===== config.mk =====
export PLATFORM = sky130hd
export DESIGN_NAME = camera_row_capture
export DESIGN_NICKNAME = d
export VERILOG_FILES = /design/src/rtl/camera_row_capture.sv
export SDC_FILE = /design/constraint.sdc
export NUM_CORES = 1
export LEC_CHECK = 0
export ABC_AREA = 1
export CAP_MARGIN = 20
export CORE_ASPECT_RATIO = 1.4
export CORE_MARGIN = 2
export CORE_UTILIZATION = 50
export DETAILED_ROUTE_END_ITERATION = 8
export PLACE_DENSITY_LB_ADDON = 0.15
export SYNTH_ARGS = -nofsm -noshare
export SYNTH_HDL_FRONTEND = slang
export SYNTH_SLANG_ARGS = --single-unit

===== constraint.sdc =====
create_clock -name clk -period 8.1 [get_ports clk]
set_input_delay 2.43 -clock clk [delete_from_list [all_inputs] [get_ports clk]]
set_output_delay 2.43 -clock clk [all_outputs]
set_load 0.01 [all_outputs]

===== src/rtl/camera_row_capture.sv =====
// camera_row_capture: oversamples a YUV422 camera bus, captures one selected row's
// luma bytes and streams them out as an Avalon-ST packet through a small FIFO.
module camera_row_capture #(
    parameter int LINE_PIXELS = 640,
    parameter int ROW_W       = 10,
    parameter int FIFO_DEPTH  = 16
) (
    input  logic             clk,
    input  logic             reset,
    input  logic             cam_vsync,
    input  logic             cam_href,
    input  logic             cam_pclk,
    input  logic [7:0]       cam_data,
    input  logic             enable,
    input  logic [ROW_W-1:0] row_select,
    output logic [7:0]       st_data,
    output logic             st_valid,
    input  logic             st_ready,
    output logic             st_sop,
    output logic             st_eop,
    output logic             frame_done,
    output logic             overflow,
    output logic             short_line
);
    localparam int AW = $clog2(FIFO_DEPTH);
    localparam int PW = $clog2(LINE_PIXELS + 1);

    typedef enum logic [1:0] {IDLE, WAIT_ROW, CAPTURE, DONE} state_t;

    state_t           state_q, state_d;
    logic [2:0]       vs_q, hr_q, pc_q;
    logic [7:0]       d1_q, d2_q;
    logic [ROW_W-1:0] row_sel_q, row_cnt_q;
    logic [PW-1:0]    pix_cnt_q;
    logic             byte_idx_q, overflow_q, short_q, frame_done_q;
    logic [AW:0]      wr_q, rd_q;
    logic [9:0]       mem_q [FIFO_DEPTH];

    logic vsync_rise, vsync_fall, href_rise, href_fall, byte_ok;
    logic start, row_inc, cap_start, cap_byte, push, last, short_set;
    logic empty, full, pop, push_ok;

    // [0] first sync stage, [1] synchronised level, [2] previous level for edge detect
    always_ff @(posedge clk or posedge reset) begin
        if (reset) begin
            vs_q <= '0;
            hr_q <= '0;
            pc_q <= '0;
            d1_q <= '0;
            d2_q <= '0;
        end else begin
            vs_q <= {vs_q[1:0], cam_vsync};
            hr_q <= {hr_q[1:0], cam_href};
            pc_q <= {pc_q[1:0], cam_pclk};
            d1_q <= cam_data;
            d2_q <= d1_q;
        end
    end

    assign vsync_rise = vs_q[1] & ~vs_q[2];
    assign vsync_fall = ~vs_q[1] & vs_q[2];
    assign href_rise  = hr_q[1] & ~hr_q[2];
    assign href_fall  = ~hr_q[1] & hr_q[2];
    // a byte coinciding with the href fall still counts, hence the previous level too
    assign byte_ok    = pc_q[1] & ~pc_q[2] & (hr_q[1] | hr_q[2]);

    always_ff @(posedge clk or posedge reset) begin
        if (reset) state_q <= IDLE;
        else       state_q <= state_d;
    end

    always_comb begin
        state_d = state_q;
        unique case (state_q)
            IDLE:     state_d = start ? WAIT_ROW : IDLE;
            WAIT_ROW: state_d = vsync_rise ? IDLE : cap_start ? CAPTURE : WAIT_ROW;
            CAPTURE:  state_d = vsync_rise ? IDLE : (last | short_set) ? DONE : CAPTURE;
            default:  state_d = vsync_rise ? IDLE : DONE;
        endcase
    end

    always_comb begin
        start     = (state_q == IDLE) & vsync_fall & enable;
        row_inc   = (state_q == WAIT_ROW) & ~vsync_rise & href_fall;
        cap_start = (state_q == WAIT_ROW) & ~vsync_rise & href_rise & (row_cnt_q == row_sel_q);
        cap_byte  = (state_q == CAPTURE) & ~vsync_rise & byte_ok;
        push      = cap_byte & ~byte_idx_q;
        last      = push & (pix_cnt_q == PW'(LINE_PIXELS - 1));
        short_set = (state_q == CAPTURE) & ~vsync_rise & href_fall & ~last;
    end

    assign empty   = (wr_q == rd_q);
    assign full    = (wr_q[AW] != rd_q[AW]) & (wr_q[AW-1:0] == rd_q[AW-1:0]);
    assign pop     = ~empty & st_ready;
    assign push_ok = push & (~full | pop);

    always_ff @(posedge clk or posedge reset) begin
        if (reset) begin
            row_sel_q    <= '0;
            row_cnt_q    <= '0;
            pix_cnt_q    <= '0;
            byte_idx_q   <= 1'b0;
            overflow_q   <= 1'b0;
            short_q      <= 1'b0;
            frame_done_q <= 1'b0;
            wr_q         <= '0;
            rd_q         <= '0;
        end else begin
            if (start) row_sel_q <= row_select;
            row_cnt_q    <= start ? '0 : row_inc ? row_cnt_q + ROW_W'(1) : row_cnt_q;
            byte_idx_q   <= cap_start ? 1'b0 : cap_byte ? ~byte_idx_q : byte_idx_q;
            pix_cnt_q    <= cap_start ? '0 : push ? pix_cnt_q + PW'(1) : pix_cnt_q;
            overflow_q   <= start ? 1'b0 : overflow_q | (push & ~push_ok);
            short_q      <= start ? 1'b0 : short_q | short_set;
            frame_done_q <= last;
            wr_q         <= wr_q + (AW+1)'(push_ok);
            rd_q         <= rd_q + (AW+1)'(pop);
        end
    end

    always_ff @(posedge clk) begin
        if (push_ok) mem_q[wr_q[AW-1:0]] <= {d2_q, pix_cnt_q == '0, last};
    end

    assign st_valid                 = ~empty;
    assign {st_data, st_sop, st_eop} = empty ? 10'd0 : mem_q[rd_q[AW-1:0]];
    assign frame_done               = frame_done_q;
    assign overflow                 = overflow_q;
    assign short_line               = short_q;
endmodule


# Word level (Yosys, flattened, before mapping)
# Memories as Yosys holds them, arrays and structs flattened.
# Cells that the tools add are included.
word_totals:
  ramBits: 160
  in_bits: 25
  n_memories: 1
  elab_cells: 88
  out_inout_bits: 14
  regBits: 71
classes:
  n_eq_ne: 7
  muxes: 18
  bitwise_logic: 38
  add_sub_neg: 4
  reduce_logical: 5
mem_list:
  columns: ["name", "depth", "word_bits", "read_ports", "rd_ports_with_merged_regs", "wr", "line_no", "rtl"]
  rows:
  - ["mem_q", 16, 10, 1, 0, 1, "37", "logic [9:0] mem_q [FIFO_DEPTH];"]
ops:
  columns: ["op", "count"]
  rows:
  - ["2-to-1 mux 10 bit", 5]
  - ["AND 1 bit", 22]
  - ["adder 10 x 1 -> 10 bit (second input constant)", 2]
  - ["NOT 1 bit", 11]
  - ["adder 5 x 1 -> 5 bit", 2]
  - ["equality test 10 bit", 1]
  - ["equality test 10 bit (second input constant)", 1]
  - ["zero test 10 bit", 1]
  - ["2-to-1 mux 1 bit", 8]
  - ["2-to-1 mux 2 bit", 4]
  - ["case mux 2 bit (3 select lines)", 1]
  - ["nonzero test 2 bit", 3]
  - ["equality test 5 bit", 1]
  - ["bitwise OR 1 bit", 5]
  - ["equality test 4 bit", 1]
  - ["equality test 2 x 1 -> 1 bit (second input constant)", 1]
  - ["equality test 2 bit (second input constant)", 1]
  - ["zero test 2 bit", 1]
  - ["!= test 1 bit", 1]

# Longest topological paths before layout
# Gate-level depths: netlist of the first run.
depth:
  depth_word: 13
  depth_mapped: 12

# Worst setup path after synthesis of the first run
# No wires, ideal clock.
synth_path:
  path_type: "flip-flop to output port"
  from: "register rd_q[0]"
  to: "output port st_data[2]"
  path_slack_ns: 4.348
  stages_incl_launch_ff: 10
  arrival_ns: 1.322
  n_path_buf: 2
  t_required_ns: 5.670
  cell_sequence: "dfrtp_1 buf_4 inv_2 clkbuf_1 o21ai_0 nand2_1 nand2_1 nand2_1 inv_1 a21oi_2"
synth_via:
  elab_chain_len: 2
synth_rtl:
  columns: ["element", "line_no", "rtl"]
  rows:
  - ["from (decl)", "36", "logic [AW:0] wr_q, rd_q;"]
  - ["from (signal assigned)", "117", "rd_q <= rd_q + (AW+1)'(pop);"]
  - ["memory read (16 x 10 bit) or equality test 5 bit (tied branches)", null, null]
  - ["2-to-1 mux 10 bit (*)", "126", "assign {st_data, st_sop, st_eop} = empty ? 10'd0 : mem_q[rd_q[AW-1:0]];"]
  - ["to (decl)", "16", "output logic [7:0] st_data,"]
# Every way passes the cells marked *; elsewhere a longest branch is shown, timed or not.

# Worst setup path after layout of the first run
layout_path:
  from: "register rd_q[0]"
  to: "output port st_data[3]"
# Same word-level chain as after synthesis.

==> flow_summary.ini, run 1 <==
[critical_path]
timing.critical_path.fanout_max = 46
crit_buf_inv = 3
critPathLaunchType = flip-flop
worst_ep_arrival_time_ns = 3.08
crit_chain = inv_2, buf_4, nor2_1, o211ai_1, nand3_1, a21oi_2, clkdlybuf4s50_1
max_stage_delay_ns = 0.54
timing.rr.start = rd_q[0]$_DFF_PP0_
crit_required_ns = 5.67
ff2ff_setup_slack_ns = 5.18
slowest_stage = sky130_fd_sc_hd__clkdlybuf4s50_1
critPathLaunch = rd_q[0]$_DFF_PP0_
path_delay_family = buffers and inverters
crit_path_end_kind = output port
worst-setup-path-type = flip-flop to output port
worst_r2r_endpoint = mem_q[9][3]$_DFFE_PP_
ff2ff_path_depth = 6

[clocking]
cts_post_setup_buffers_inserted = 0
holdBufCountCts = 0
max_clock_buf_depth = 3
clk-insertion-delay-late_ns = 0.50
cts.clk_slew.worst_paths_ns = 0.06
clock_tree.root_cell = sky130_fd_sc_hd__clkbuf_16
cts_tree = yes
cts_max_level = 1
numClockSinks = 231
cts_inserted_buffers = 23
cts-resized-gates = 0

[timing]
setup_violations = 0
fin_crit_sh_pct = 68.0
timing_hold_violations_final = 0
grt_setup_unrepaired = false
timing_worst_slew_pin_value_ns = 1.09
timing.final.max_slew_violations = 0
final.min_clock_period_ns = 5.51
worst_hold_slack_ns = 0.348
relSlewSlack_pct = 26.8
max_freq_mhz = 181
setup_tns_ns = 0
clock-skew-final_ns = 0.0108

[synth]
syn-instance-count = 923
synth-async-reset-ratio_pct = 30.7
synth.avg_cell_area_sq_um = 10.6
synth_edf_count = 160
synth.cell_area_sq_um = 9800
mappedNetlistNets = 955
top_cells_by_area_in_the_synthesized_netlist = sky130_fd_sc_hd__edfxtp_1 49%, sky130_fd_sc_hd__dfrtp_1 18%, sky130_fd_sc_hd__nor2_1 8.0%, sky130_fd_sc_hd__nand2_1 5.6%, sky130_fd_sc_hd__o21ai_0 4.6%
synth_warnings = 0
synth_top_cell_by_area = sky130_fd_sc_hd__edfxtp_1
synth-main-ff-cell = sky130_fd_sc_hd__edfxtp_1
postSynthRegisterBits = 231
synth.distinct_cells = 37
synth-seq-area-share_pct = 67.2
netlist.area_leader.share_pct = 49.0

[worst_hold_path]
number_of_cells_on_the_worst_hold_path = 0
hold_path_startpoint = d1_q[7]$_DFF_PP0_
worstHoldPathType = flip-flop to flip-flop
min_delay_worst_endpoint = d2_q[7]$_DFF_PP0_

[routing]
drt_wl_cell_um = 17.2
route.layer.met1.wl_um = 8710
antenna_left = 0
dr_wl_met3_um = 886
via_count = 6427
vias_per_inst = 5.26
first_pass_iters = 5
drt-initial-drc-count = 462
final_wirelength_um = 21000
wl_met2_um = 10900
drcViolationCount = 0
highest_layer = met4

[status]
outcome = finished clean

[final_layout]
diodes = 0
fin_area_sq_um = 11100
final_util_pct = 57.8
final_net_count = 990
ratio_of_cells_with_drive_above_1_in_the_final_layout_pct = 7.39
synthToLayoutAreaGrowth_pct = 13.4
filler_free_cell_count_of_the_finished_design = 1222

[power_and_ir_drop]
vdd_drop_max_mv = 0.167
cellPowerDensity_nw_per_um2 = 308
power.static_leakage_nw = 4.32

[job]
maxCapViolations = 0

[floorplan]
y_dimension_of_the_die_um = 170
top_level_ports = 39
initial_core_util_pct = 51.0
die_area_sq_um = 20700
core_area_sq_um = 19200
placement_rows = 60
die_x_um = 122

[grt]
grt_use_total_pct = 21.2
globalRouteOverflowTotal = 0
number_of_global_route_vias_before_repair = 6377
grt_antenna_before_repair = 0
grt_first_pass_wirelength_um = 33900
grt_max_degree = 83

[placed_design]
dp_cells = 1179
placement.cell_area_sq_um = 10400
gpl.final_weighted_congestion = 0.934
place.detailed.hpwl_um = 13600
port_buffers = 38
-- final cells by class --
type                       count  area [sq um]
clock buffer                  30           602
clock inverter                11          90.1
fill                        1708          8110
inverter                      72           277
multi-input combinational    584          2780
sequential                   231          6580
tap                          248           310
timing repair buffer          46           467
-- worst max-delay path by stage --
stage	to	cells past startpoint	slack, ns
2_1_floorplan	byte_idx_q$_DFFE_PP0P_	1	3.87
3_3_place_gp	st_sop	7	3.17
3_5_place_dp	st_data[3]	7	3.13
4_1_cts	st_data[3]	7	2.58
5_1_grt	st_data[3]	7	2.43
6_report	st_data[3]	7	2.59
-- registers in the layout, summed over array words and instances, names as in the netlist --
signal,cells
wr_q,5
byte_idx_q,1
frame_done,1
overflow,1
rd_q,5
pc_q,3
mem_q,160
d2_q,8
row_cnt_q,10
pix_cnt_q,10
d1_q,8
row_sel_q,10
state_q,2
vs_q,3
hr_q,3
short_line,1
-- per-layer routing --
metal	vias up	global-route usage (%)
li1	3161	-
met1	3070	27.1
met2	158	37.4
met3	38	2.99
met4	0	6.45
met5	-	0
-- power breakdown --
group          switching [mW]  total, mW  internal (mW)
combinational           0.671       1.07          0.403
clock                   0.428      0.987          0.559
sequential             0.0511       1.35           1.30
total                    1.15       3.42           2.26
-- stage by stage --
step           worst slack [ns]  power (mW)
6_report                   2.59        3.42
5_1_grt                    2.43        3.61
4_1_cts                    2.58        3.45
3_5_place_dp               3.13        2.46
3_3_place_gp               3.17        2.44
2_1_floorplan              3.87        2.08
-- cells in the final DEF, fill, tap and decap left out, types with 2 or more instances in the layout --
cell                                n
sky130_fd_sc_hd__a21oi_1           12
sky130_fd_sc_hd__a21oi_2           10
sky130_fd_sc_hd__and3_1             2
sky130_fd_sc_hd__buf_4              6
sky130_fd_sc_hd__clkbuf_1           7
sky130_fd_sc_hd__clkbuf_16         23
sky130_fd_sc_hd__clkdlybuf4s50_1   38
sky130_fd_sc_hd__clkinv_1           3
sky130_fd_sc_hd__clkinv_2           5
sky130_fd_sc_hd__dfrtp_1           69
sky130_fd_sc_hd__dfrtp_2            2
sky130_fd_sc_hd__edfxtp_1         160
sky130_fd_sc_hd__ha_1               7
sky130_fd_sc_hd__inv_1             67
sky130_fd_sc_hd__inv_2              2
sky130_fd_sc_hd__nand2_1          145
sky130_fd_sc_hd__nand3_1           38
sky130_fd_sc_hd__nand3_4            2
sky130_fd_sc_hd__nand4_1            8
sky130_fd_sc_hd__nand4_4            3
sky130_fd_sc_hd__nor2_1           210
sky130_fd_sc_hd__nor2_2             4
sky130_fd_sc_hd__nor3_1             8
sky130_fd_sc_hd__nor3_2             2
sky130_fd_sc_hd__o211ai_1          11
sky130_fd_sc_hd__o21ai_0           90
sky130_fd_sc_hd__o21ai_1           13
sky130_fd_sc_hd__xnor2_1            3
sky130_fd_sc_hd__xor2_1             9
-- cell families after synthesis --
logic type	after synthesis	synth area share, %
buffers and inverters	108	4.53
adder cells (fa/ha/maj)	7	0.894
AO/OA/AOI/OAI	136	7.61
XOR/XNOR	12	1.07
AND/OR/NAND/NOR	429	18.7
flip-flops	231	67.2
-- cells in the mapped netlist (8+ instances only) --
master / count
sky130_fd_sc_hd__a21oi_2: 10
sky130_fd_sc_hd__a21oi_1: 12
sky130_fd_sc_hd__xor2_1: 9
sky130_fd_sc_hd__inv_1: 68
sky130_fd_sc_hd__nand2_1: 145
sky130_fd_sc_hd__edfxtp_1: 160
sky130_fd_sc_hd__dfrtp_1: 71
sky130_fd_sc_hd__nor2_1: 210
sky130_fd_sc_hd__buf_2: 16
sky130_fd_sc_hd__nand3_1: 38
sky130_fd_sc_hd__nor3_1: 8
sky130_fd_sc_hd__o211ai_1: 11
sky130_fd_sc_hd__nand4_1: 8
sky130_fd_sc_hd__o21ai_1: 13
sky130_fd_sc_hd__o21ai_0: 90
sky130_fd_sc_hd__clkbuf_1: 16
No activity file was read; power rests on OpenSTA's default activity.
==> run 2, diff against run 1 <==
==> constraint.sdc (replaced) <==
create_clock -name clk -period 5.3 [get_ports clk]
set_input_delay 1.59 -clock clk [delete_from_list [all_inputs] [get_ports clk]]
set_output_delay 1.59 -clock clk [all_outputs]
set_load 0.01 [all_outputs]
==> flow_summary.ini, run 2 (synthesis gave the netlist of run 1 again) <==
[clocking]
clk-insertion-delay-late_ns = 0.50
max_clock_buf_depth = 3
cts_post_setup_buffers_inserted = 0
cts_inserted_buffers = 22
clock_tree.root_cell = sky130_fd_sc_hd__clkbuf_16
cts_tree = yes
cts_max_level = 1
numClockSinks = 231
cts-resized-gates = 0
cts.clk_slew.worst_paths_ns = 0.06
holdBufCountCts = 0

[routing]
first_pass_iters = 5
via_count = 6547
vias_per_inst = 5.38
antenna_left = 0
drcViolationCount = 0
drt_wl_cell_um = 17.6
final_wirelength_um = 21400
drt-initial-drc-count = 504

[power_and_ir_drop]
power.share.clock_pct = 30.9
p_comb_share_pct = 30.5
vdd_drop_max_mv = 0.284
power.static_leakage_nw = 4.35
totalPowerFinal_mw = 5.42
p_sw_mw = 1.78
power.sequential.fraction_pct = 38.6
power_switching_share_pct = 32.8
p_int_mw = 3.64
cellPowerDensity_nw_per_um2 = 484

[final_layout]
multi_input_combinational_cell_area_sq_um = 2790
final_net_count = 986
largest_register_ffs = 160
fin_area_sq_um = 11200
final.fill_count = 1618
mostFrequentLayoutCell = sky130_fd_sc_hd__nor2_1
seqCellArea_sq_um = 6580
diodes = 0
filler_free_cell_count_of_the_finished_design = 1218
synthToLayoutAreaGrowth_pct = 14.2
ratio_of_cells_with_drive_above_1_in_the_final_layout_pct = 7.22
layout.cells.most_common_list = 210 x sky130_fd_sc_hd__nor2_1, 160 x sky130_fd_sc_hd__edfxtp_1, 145 x sky130_fd_sc_hd__nand2_1

[grt]
grt_use_total_pct = 21.5
number_of_global_route_vias_before_repair = 6570
grt_antenna_before_repair = 0
grtUsageMet2_pct = 38.1
globalRouteOverflowTotal = 0
grtUsageMet1_pct = 27.6
grtUsageMet3_pct = 2.15
grt_first_pass_wirelength_um = 34400
grt_max_degree = 69
grt-busiest-layer = met2

[timing]
max_freq_mhz = 210
timing_worst_slew_pin_value_ns = 1.06
clock-skew-final_ns = 0.0125
timing_hold_violations_final = 0
timing.final.max_slew_violations = 0
worst_hold_slack_ns = 0.343
setup_tns_ns = 0
fin_crit_sh_pct = 89.7
final.min_clock_period_ns = 4.76
setup_violations = 0
relSlewSlack_pct = 29.1
grt_setup_unrepaired = false

[worst_hold_path]
min_delay_worst_endpoint = d2_q[6]$_DFF_PP0_
worstHoldPathType = flip-flop to flip-flop
number_of_cells_on_the_worst_hold_path = 0
hold_path_startpoint = d1_q[6]$_DFF_PP0_

[placed_design]
dp_cells = 1178
gpl.final_weighted_congestion = 0.847
place.detailed.hpwl_um = 13700
placement.cell_area_sq_um = 10400
port_buffers = 38

[floorplan]
die_area_sq_um = 20700
placement_rows = 60
top_level_ports = 39
y_dimension_of_the_die_um = 170
initial_core_util_pct = 51.0
core_area_sq_um = 19200
die_x_um = 122

[critical_path]
critPathLaunchType = flip-flop
crit_required_ns = 3.71
crit_path_end_kind = output port
ff2ff_setup_slack_ns = 2.59
crit_chain = buf_4, nor2_1, nor2_1, o21ai_0, nand2_1, nand2_1, nand2_1, inv_1, a21oi_2, clkdlybuf4s50_1
crit_path_frequent_cell = sky130_fd_sc_hd__nand2_1
worst_ep_arrival_time_ns = 3.17
worst_r2r_endpoint = mem_q[9][3]$_DFFE_PP_
worst-setup-path-type = flip-flop to output port
timing.rr.start = rd_q[1]$_DFF_PP0_
max_stage_delay_ns = 0.65
slowest_stage = sky130_fd_sc_hd__buf_4
ff2ff_path_depth = 6
timing.critical_path.fanout_max = 66

[status]
outcome = finished clean

[job]
maxCapViolations = 0
[run 2: cell types whose count changed in the layout (fill, tap and decap cells not counted), sizes merged]
cell and change:
bufinv +3, buf -2, clkbuf -2, clkinvlp -2, inv -1
[run 2: cell type report]
class                           instances  share of cell area, %
Sequential cell                       231                   58.8
Tap cell                              248                   2.77
Clock inverter                         11                   1.38
Clock buffer                           29                   5.61
Timing Repair Buffer                   43                   4.03
Inverter                               72                   2.47
Multi-Input combinational cell        584                   24.9
[run 2: how the worst max path moves through the flow]
stage,startpoint,to,cells after the start
floorplan,reset,byte_idx_q$_DFFE_PP0P_,1
global placement,rd_q[0]$_DFF_PP0_,st_data[3],10
detailed placement,rd_q[0]$_DFF_PP0_,st_data[6],10
CTS,rd_q[0]$_DFF_PP0_,st_data[3],10
global route,rd_q[0]$_DFF_PP0_,st_sop,10
finish,rd_q[0]$_DFF_PP0_,st_sop,10
[run 2: critical path: cells and delay by family, from the launching register on]
| kind | cells | cell delay [ns] |
|---|---|---|
| compound gates | 2 | 0.28 |
| simple gates | 5 | 0.46 |
| flops | 1 | 0.57 |
| buf+inv | 3 | 1.27 |
[run 2: power groups by stage]
stage / clock, mW / combinational (mW) / sequential, mW
2_1_floorplan: 0 / 1.12 / 2.07
3_3_place_gp: 0 / 1.61 / 2.13
3_5_place_dp: 0 / 1.65 / 2.13
4_1_cts: 1.71 / 1.66 / 2.09
5_1_grt: 1.77 / 1.84 / 2.10
6_report: 1.68 / 1.65 / 2.09
[run 2: per-layer routing]
metal	part of all wire (%)	wire length, um	vias to the layer above
met1	40	8660	3199
met4	2.4	508	0
met2	53	11300	155
met3	4.4	944	39
met5	0	0	-
li1	-	-	3154
[run 2: per-stage QoR]
step / utilization (%) / setup slack (ns)
final: 58.2 / 0.544
after global routing: 58.2 / 0.339
after CTS: 58.2 / 0.593
after detailed placement: 54.1 / 1.14
after global placement: 54.0 / 1.15
after floorplan: - / 1.91
